`config.mk`:
```
export PLATFORM = sky130hd
export DESIGN_NAME = bal_seq
export DESIGN_NICKNAME = d
export VERILOG_FILES = /design/src/rtl/bal_seq.sv
export SDC_FILE = /design/constraint.sdc
export NUM_CORES = 1
export LEC_CHECK = 0
export ABC_AREA = 0
export BUFFER_PORTS_ARGS = -buffer_cell sky130_fd_sc_hd__clkbuf_2
export CAP_MARGIN = 20
export CORE_MARGIN = 4
export CORE_UTILIZATION = 54
export DETAILED_ROUTE_END_ITERATION = 7
export GPL_TIMING_DRIVEN = 0
export PLACE_DENSITY_LB_ADDON = 0.2
export SLEW_MARGIN = 20
export SYNTH_ARGS = -nofsm -noshare
export SYNTH_HDL_FRONTEND = slang
export SYNTH_SLANG_ARGS = --single-unit
```
`constraint.sdc`:
```
create_clock -name clk -period 2.1 [get_ports clk]
set_input_delay 0.105 -clock clk [delete_from_list [all_inputs] [get_ports clk]]
set_output_delay 0.105 -clock clk [all_outputs]
set_load 0.05 [all_outputs]
```
`src/rtl/bal_seq.sv`:
```
// Balance-loop sequencer: power-up / rider-detect FSM gating the PID inputs.
// Define BAL_SEQ_WDOG_EN to build the ptch_vld watchdog and latched FAULT state.
module bal_seq #(
    parameter bit          FAST_SIM     = 1'b1,
    parameter logic [12:0] MIN_RIDER_WT = 13'h0200,
    parameter logic [12:0] WT_HYST      = 13'h0040,
    parameter logic [15:0] VLD_TMO      = 16'd4096
) (
    input  logic        clk,
    input  logic        rst_n,
    input  logic        pwr_req,
    input  logic [11:0] lft_ld,
    input  logic [11:0] rght_ld,
    input  logic        ptch_vld,
    output logic        pwr_up,
    output logic        rider_off,
    output logic        vld,
    output logic        en_steer,
    output logic        fault
);

    localparam logic [2:0] S_OFF    = 3'd0;
    localparam logic [2:0] S_IDLE   = 3'd1;
    localparam logic [2:0] S_SETTLE = 3'd2;
    localparam logic [2:0] S_RUN    = 3'd3;
    localparam logic [2:0] S_FAULT  = 3'd4;

    localparam logic [25:0] DB_LAST = FAST_SIM ? 26'd16383 : 26'd33554431;
    localparam logic [12:0] OFF_WT  = MIN_RIDER_WT - WT_HYST;

    logic [2:0]  state;
    logic [2:0]  nxt_state;
    logic [25:0] db_tmr;
    logic [12:0] wt_sum;
    logic        wt_on;
    logic        wt_off;
    logic        wd_expire;

    assign wt_sum = {1'b0, lft_ld} + {1'b0, rght_ld};
    assign wt_on  = wt_sum > MIN_RIDER_WT;
    assign wt_off = wt_sum < OFF_WT;

`ifdef BAL_SEQ_WDOG_EN
    logic [15:0] wd_cnt;

    always_ff @(posedge clk or negedge rst_n) begin
        if (!rst_n)
            wd_cnt <= '0;
        else if (state != S_RUN || ptch_vld)
            wd_cnt <= '0;
        else if (wd_cnt != '1)
            wd_cnt <= wd_cnt + 16'd1;
    end

    assign wd_expire = (state == S_RUN) && !ptch_vld && (wd_cnt == VLD_TMO - 16'd1);
    assign fault     = (state == S_FAULT);
`else
    logic unused_tmo;

    assign unused_tmo = ^VLD_TMO;
    assign wd_expire  = 1'b0;
    assign fault      = 1'b0;
`endif

    // NOTE: every variable assigned in always_comb gets a default first, so no latch is inferred.
    always_comb begin
        nxt_state = state;
        case (state)
            S_OFF:    if (pwr_req) nxt_state = S_IDLE;
            S_IDLE:   if (wt_on) nxt_state = S_SETTLE;
            S_SETTLE: begin
                if (wt_off)
                    nxt_state = S_IDLE;
                else if (db_tmr == DB_LAST)
                    nxt_state = S_RUN;
            end
            S_RUN: begin
                // Rider leaving beats a simultaneous watchdog expiry.
                if (wt_off)
                    nxt_state = S_IDLE;
                else if (wd_expire)
                    nxt_state = S_FAULT;
            end
            S_FAULT:  nxt_state = S_FAULT;
            default:  nxt_state = S_OFF;
        endcase
        if (!pwr_req)
            nxt_state = S_OFF;
    end

    // NOTE: sequential state uses non-blocking assignments so every register samples pre-edge values.
    always_ff @(posedge clk or negedge rst_n) begin
        if (!rst_n) begin
            state  <= S_OFF;
            db_tmr <= '0;
            vld    <= 1'b0;
        end else begin
            state  <= nxt_state;
            db_tmr <= (state == S_SETTLE) ? db_tmr + 26'd1 : '0;
            vld    <= ptch_vld && (state == S_RUN);
        end
    end

    assign pwr_up    = (state == S_IDLE) || (state == S_SETTLE) || (state == S_RUN);
    assign rider_off = (state != S_RUN);
    assign en_steer  = (state == S_RUN);

endmodule

```
## Word level (Yosys, flattened, before mapping)

Cells that the tools add are included.

- $lt $le $gt $ge: 2
- Reductions and logical operators: 5
- Add/subtract/negate cells: 2
- Eq/ne operators: 9
- Multiplexer cells: 7

Operators by type and width:

| kind | number |
|---|---|
| 26-bit by 1-bit adder with 26-bit output, second input constant | 1 |
| 26-bit by 14-bit == test with 1-bit output, second input constant | 1 |
| 26-bit two-way mux | 1 |
| 3-bit two-way mux | 5 |
| 3-bit one-hot mux with 5 select lines | 1 |
| 12-bit by 12-bit adder with 13-bit output | 1 |
| 13-bit by 10-bit > comparator with 1-bit output, second input constant | 1 |
| 13-bit by 9-bit < comparator with 1-bit output, second input constant | 1 |
| 3-bit by 2-bit == test with 1-bit output, second input constant | 2 |
| 3-bit by 2-bit inequality test with 1-bit output, second input constant | 2 |
| 4-bit inequality test, second input constant | 1 |
| 3-bit by 1-bit == test with 1-bit output, second input constant | 1 |
| 3-bit == test, second input constant | 1 |
| 3-bit zero test | 1 |
| 3-bit inequality test, second input constant | 1 |
| 3-bit AND reduction | 1 |
| 1-bit logical OR | 2 |
| 1-bit logical AND | 1 |

- Register bits after elaboration: 30
- Input bits: 28
- Output and inout bits: 5

## Longest topological paths before layout

- Depth in word-level cells: 5
- Mapped depth: 9
- Depth with buffers taken out: 9

## Least setup slack after synthesis

No wires, ideal clock.

- Path type: in2reg
- From: input port lft_ld[0]
- To: register state[0]
- Library setup time: 0.132 ns
- Arrival time: 2.035 ns
- Data required time: 1.968 ns
- Slack: -0.066 ns
- Cell stages on the path: 9
- Path through: ha_1 -> fa_1 -> a211oi_1 -> o21ai_1 -> nand4_1 -> mux2_2 -> nor4_2 -> a211o_1 -> o211ai_2

- Word-level cells in the longest chain between the ends: 5

Ends and longest elaborated chain:

| item | line | text |
|---|---|---|
| start: declaration | 12 | `input logic [11:0] lft_ld,` |
| 12-bit by 12-bit adder with 13-bit output (*) | 39 | `assign wt_sum = {1'b0, lft_ld} + {1'b0, rght_ld};` |
| 13-bit by 9-bit < comparator with 1-bit output | 41 | `assign wt_off = wt_sum < OFF_WT;` |
| 3-bit two-way mux | 72 | `if (wt_off)` |
| 3-bit one-hot mux with 5 select lines | 68 | `case (state)` |
| 3-bit two-way mux | 87 | `if (!pwr_req)` |
| end signal: assignment | 98 | `state <= nxt_state;` |
| end: declaration | 31 | `logic [2:0] state;` |

Mark *: on every way between the ends. The rest lies on a longest branch, timed or not.
A chain may end at the register's enable or synchronous reset.

## Worst setup path in the final report

Ends and elaborated chain as after synthesis.

==> results_tabular.tex <==
\begin{tabular}{lr}
\hline
Metric & Value \\
\hline
\multicolumn{2}{l}{\textbf{Run status}} \\
\quad Run status & finished, final reports clean \\
\multicolumn{2}{l}{\textbf{Timing}} \\
\quad Setup violation total in the final timing report & 0 \\
\quad Tcrit/Tclk final & 95.2\% \\
\quad Total negative slack & 0 ns \\
\quad Final Hold Vio Count & 0 \\
\quad Highest Clock Rate & 500 MHz \\
\quad Final Critical Period & between 1.5 and 2 ns \\
\quad Setup clock skew after layout & about 0.0066 ns \\
\quad Max Slew Vio Count & 0 \\
\quad Relative slew slack & 52.3\% \\
\quad Worst slew pin tran & 0.715 ns \\
\quad Slack of the critical path & around 0.1 ns \\
\multicolumn{2}{l}{\textbf{Pwr}} \\
\quad Total power after layout & between 1.5 and 2 mW \\
\quad Leakage power total & between 1 and 1.5 nW \\
\quad Max VDD drop & 510 µV \\
\quad Power density cells & between 600 and 700 nW/µm² \\
\multicolumn{2}{l}{\textbf{Global route}} \\
\quad First-pass GRT wire length & 7670 µm \\
\quad Initial antenna violation count & 0 \\
\quad All-Layer GR Usage & 18.2\% \\
\quad Pin count of the biggest net entering global routing & 31 \\
\quad Vias in the first global route & between 1500 and 2000 \\
\quad Grt total ovfl & 0 \\
\multicolumn{2}{l}{\textbf{Critical path}} \\
\quad Category of the critical setup timing path & in2reg \\
\quad Maximum fanout along the worst path & 3 \\
\quad Crit path max-delay cell type & fa\_2 \\
\quad Crit-path cells & clkbuf\_2, ha\_2, fa\_2, a211oi\_2, o21ai\_2, nand4\_1, mux2\_4, nor4\_4, a211o\_1, o211ai\_2 \\
\quad Worst path bufs/invs & 1 \\
\quad Kind of start point of the critical path & input pin \\
\quad Worst Path Arrival & approximately 2.2 ns \\
\quad Required arrival time at the worst endpoint & $\sim$2.3 ns \\
\quad Max incr delay on CP & around 0.40 ns \\
\quad Delay-heaviest family, CP & adder cells \\
\quad Worst setup EP type & flop \\
\multicolumn{2}{l}{\textbf{Floorplan}} \\
\quad Placeable Area & 4000 µm² \\
\quad Die Wd & 72.2 µm \\
\quad DIE AREA & 5210 µm² \\
\quad Top-level I/O count & 33 \\
\quad Starting Density & a little under three fifths \\
\quad Row cnt & 23 \\
\quad Height of the die & 72.2 µm \\
\multicolumn{2}{l}{\textbf{Cells and area}} \\
\quad Final nets & 333 \\
\quad Most frequent standard cell in the layout excluding fill and tap cells & nor2\_1 \\
\quad Fill cell count & 343 \\
\quad Post-Layout Inst Area & 2610 µm² \\
\quad Antenna fix cells & 0 \\
\quad Fraction of layout cells with a size suffix above 1 & between 20\% and 30\% \\
\quad Layout overhead on the synthesized area & 17.5\% \\
\quad Highest-count cells in the layout ignoring fill and taps & nor2\_1 (37), clkbuf\_2 (31), dfrtp\_1 (30) \\
\multicolumn{2}{l}{\textbf{Place}} \\
\quad \# port buffers & 31 \\
\quad Final estimated routing congestion in global placement & 0.799 \\
\quad Half-perimeter wire length after detailed placement & 3390 µm \\
\quad Place WS & -0.273 ns \\
\quad Area after DPL & 2450 µm² \\
\multicolumn{2}{l}{\textbf{CTS}} \\
\quad Clock Pin Slew Worst Setup and Hold Paths & 0.07 ns \\
\quad Clock root buffer & clkbuf\_8 \\
\quad Inserted Clock Buffers & 5 \\
\quad Maximum buffer depth of the clock tree & 2 \\
\quad TritonCTS clock tree & done \\
\quad Number of levels the H-tree was split into & 2 \\
\quad Sinks on the clock net & 30 \\
\quad Source-to-sink clock delay at the later pin of the worst-skew pair & $\sim$0.27 ns \\
\multicolumn{2}{l}{\textbf{Synth}} \\
\quad Sequential area share after synthesis & 33.8\% \\
\quad Top\_reg\_cell synth & dfrtp\_1 \\
\quad Number of warning messages in the yosys log & 0 \\
\quad Area of the mapped netlist & 2220 µm² \\
\quad Number of enable flip-flop cells after synthesis & 0 \\
\quad Mean post-synth cell area & 8.86 µm² \\
\quad Cell count after synthesis & 251 \\
\quad Share of synthesized flip-flops with an asynchronous set or reset & 100\% \\
\quad Syn Nets & 293 \\
\quad Number of different library cells in the post-synthesis netlist & 56 \\
\quad Number of register bits inferred by synthesis & 30 \\
\multicolumn{2}{l}{\textbf{Detailed routing}} \\
\quad Overall via count from detail\_route & 1891 \\
\quad Drt total wl & 4480 µm \\
\quad Wire length per cell after detailed routing & around 13 µm \\
\quad Detailed Route Iter0 Violations & about 120 \\
\quad Remaining design rule violation count & 0 \\
\quad Vias/cell & about 5.5 \\
\quad Number of detailed-route iterations in the first pass & 5 \\
\quad Detail Route Antenna Nets & 0 \\
\multicolumn{2}{l}{\textbf{Min path}} \\
\quad Worst hold path type & in2reg \\
\multicolumn{2}{l}{\textbf{Run}} \\
\quad \# Max-Cap Violations & 0 \\
\hline
\end{tabular}
## per-stage QoR
stage | cells | utilization [%] | hold WS [ns]
final | 342 | 65.3 | 0.0697
after global routing | 342 | 65.3 | 0.0738
after CTS | 341 | 64.1 | 0.0665
after detailed placement | 332 | 61.3 | 0.198
after global placement | 332 | 61.3 | 0.197
after floorplan | 251 | - | -0.191
## per-layer routing
layer | global-route usage, % | share of wire [%]
met1 | 25.5 | 50
met2 | 29.1 | 46
met3 | 4.43 | 4.1
met4 | 2.71 | 0.18
met5 | 0 | 0
## layout make-up
type / count / area [µm²] / area share, %
buffer: 9 / 58.8 / 2.25
timing repair buffer: 33 / 173 / 6.61
multi-input combinational: 204 / 1440 / 55.2
sequential: 30 / 751 / 28.7
clock inverter: 2 / 12.5 / 0.479
clock buffer: 6 / 82.6 / 3.16
tap: 50 / 62.6 / 2.39
inverter: 8 / 30.0 / 1.15
## logic make-up after synthesis
group / share of synthesized area, %
adder cells (fa/ha/maj): 8.22
other: 0.169
AO/OA/AOI/OAI: 13.8
flip-flops: 33.8
AND/OR/NAND/NOR: 26.4
XOR/XNOR: 12.6
multiplexers: 0.957
buffers and inverters: 4.00
## sequential cells by signal, indices dropped and copies added, names as in the netlist
register / cells
state: 3
db_tmr: 26
vld: 1
## repair_timing
item | in CTS | in global routing
hold buffers | 1 | 0
endpoints found under the setup margin | 1 | 6
gates resized for setup | 1 | 9
hold endpoints to repair | 30 | 0
pin swaps | 0 | 5
buffers inserted | 0 | 1
## cell usage after synthesis (3+ instances only)
| library cell | number | area share (%) |
|---|---|---|
| dfrtp_1 | 30 | 34 |
| nor4_1 | 5 | 1.4 |
| a21oi_1 | 11 | 2.5 |
| o21ai_0 | 5 | 1.1 |
| nand4_1 | 6 | 1.7 |
| nor2_1 | 38 | 6.4 |
| nor2b_1 | 4 | 1.1 |
| clkbuf_1 | 3 | 0.51 |
| nand2_1 | 17 | 2.9 |
| inv_1 | 8 | 1.4 |
| nand3_1 | 17 | 3.8 |
| ha_1 | 13 | 7.3 |
| xnor2_1 | 15 | 5.9 |
| nor3_1 | 3 | 0.68 |
| and3_1 | 6 | 1.7 |
| nand2b_1 | 3 | 0.84 |
| a21o_1 | 3 | 1.0 |
| xor2_1 | 17 | 6.7 |
## report_power, final
part	internal (mW)	total (mW)	leakage, nW	switching, mW
sequential	0.604	0.626	0.416	0.0219
combinational	0.251	0.663	0.704	0.412
clock	0.263	0.476	0.0472	0.214
## final timing paths
path	startpoint	to	slack, ns	cells after the start
worst min register to register	db_tmr[0]$_DFF_PN0_	db_tmr[0]$_DFF_PN0_	0.54	1
min in group asynchronous	rst_n	db_tmr[12]$_DFF_PN0_	0.41	2
worst min-delay path	ptch_vld	vld$_DFF_PN0_	0.07	2
max in group asynchronous	rst_n	db_tmr[18]$_DFF_PN0_	1.23	2
worst max-delay path	lft_ld[0]	state[0]$_DFFE_PN0P_	0.10	10
worst max register to register	state[0]$_DFFE_PN0P_	state[0]$_DFFE_PN0P_	0.19	8
Power figures use the tool's default switching activity.
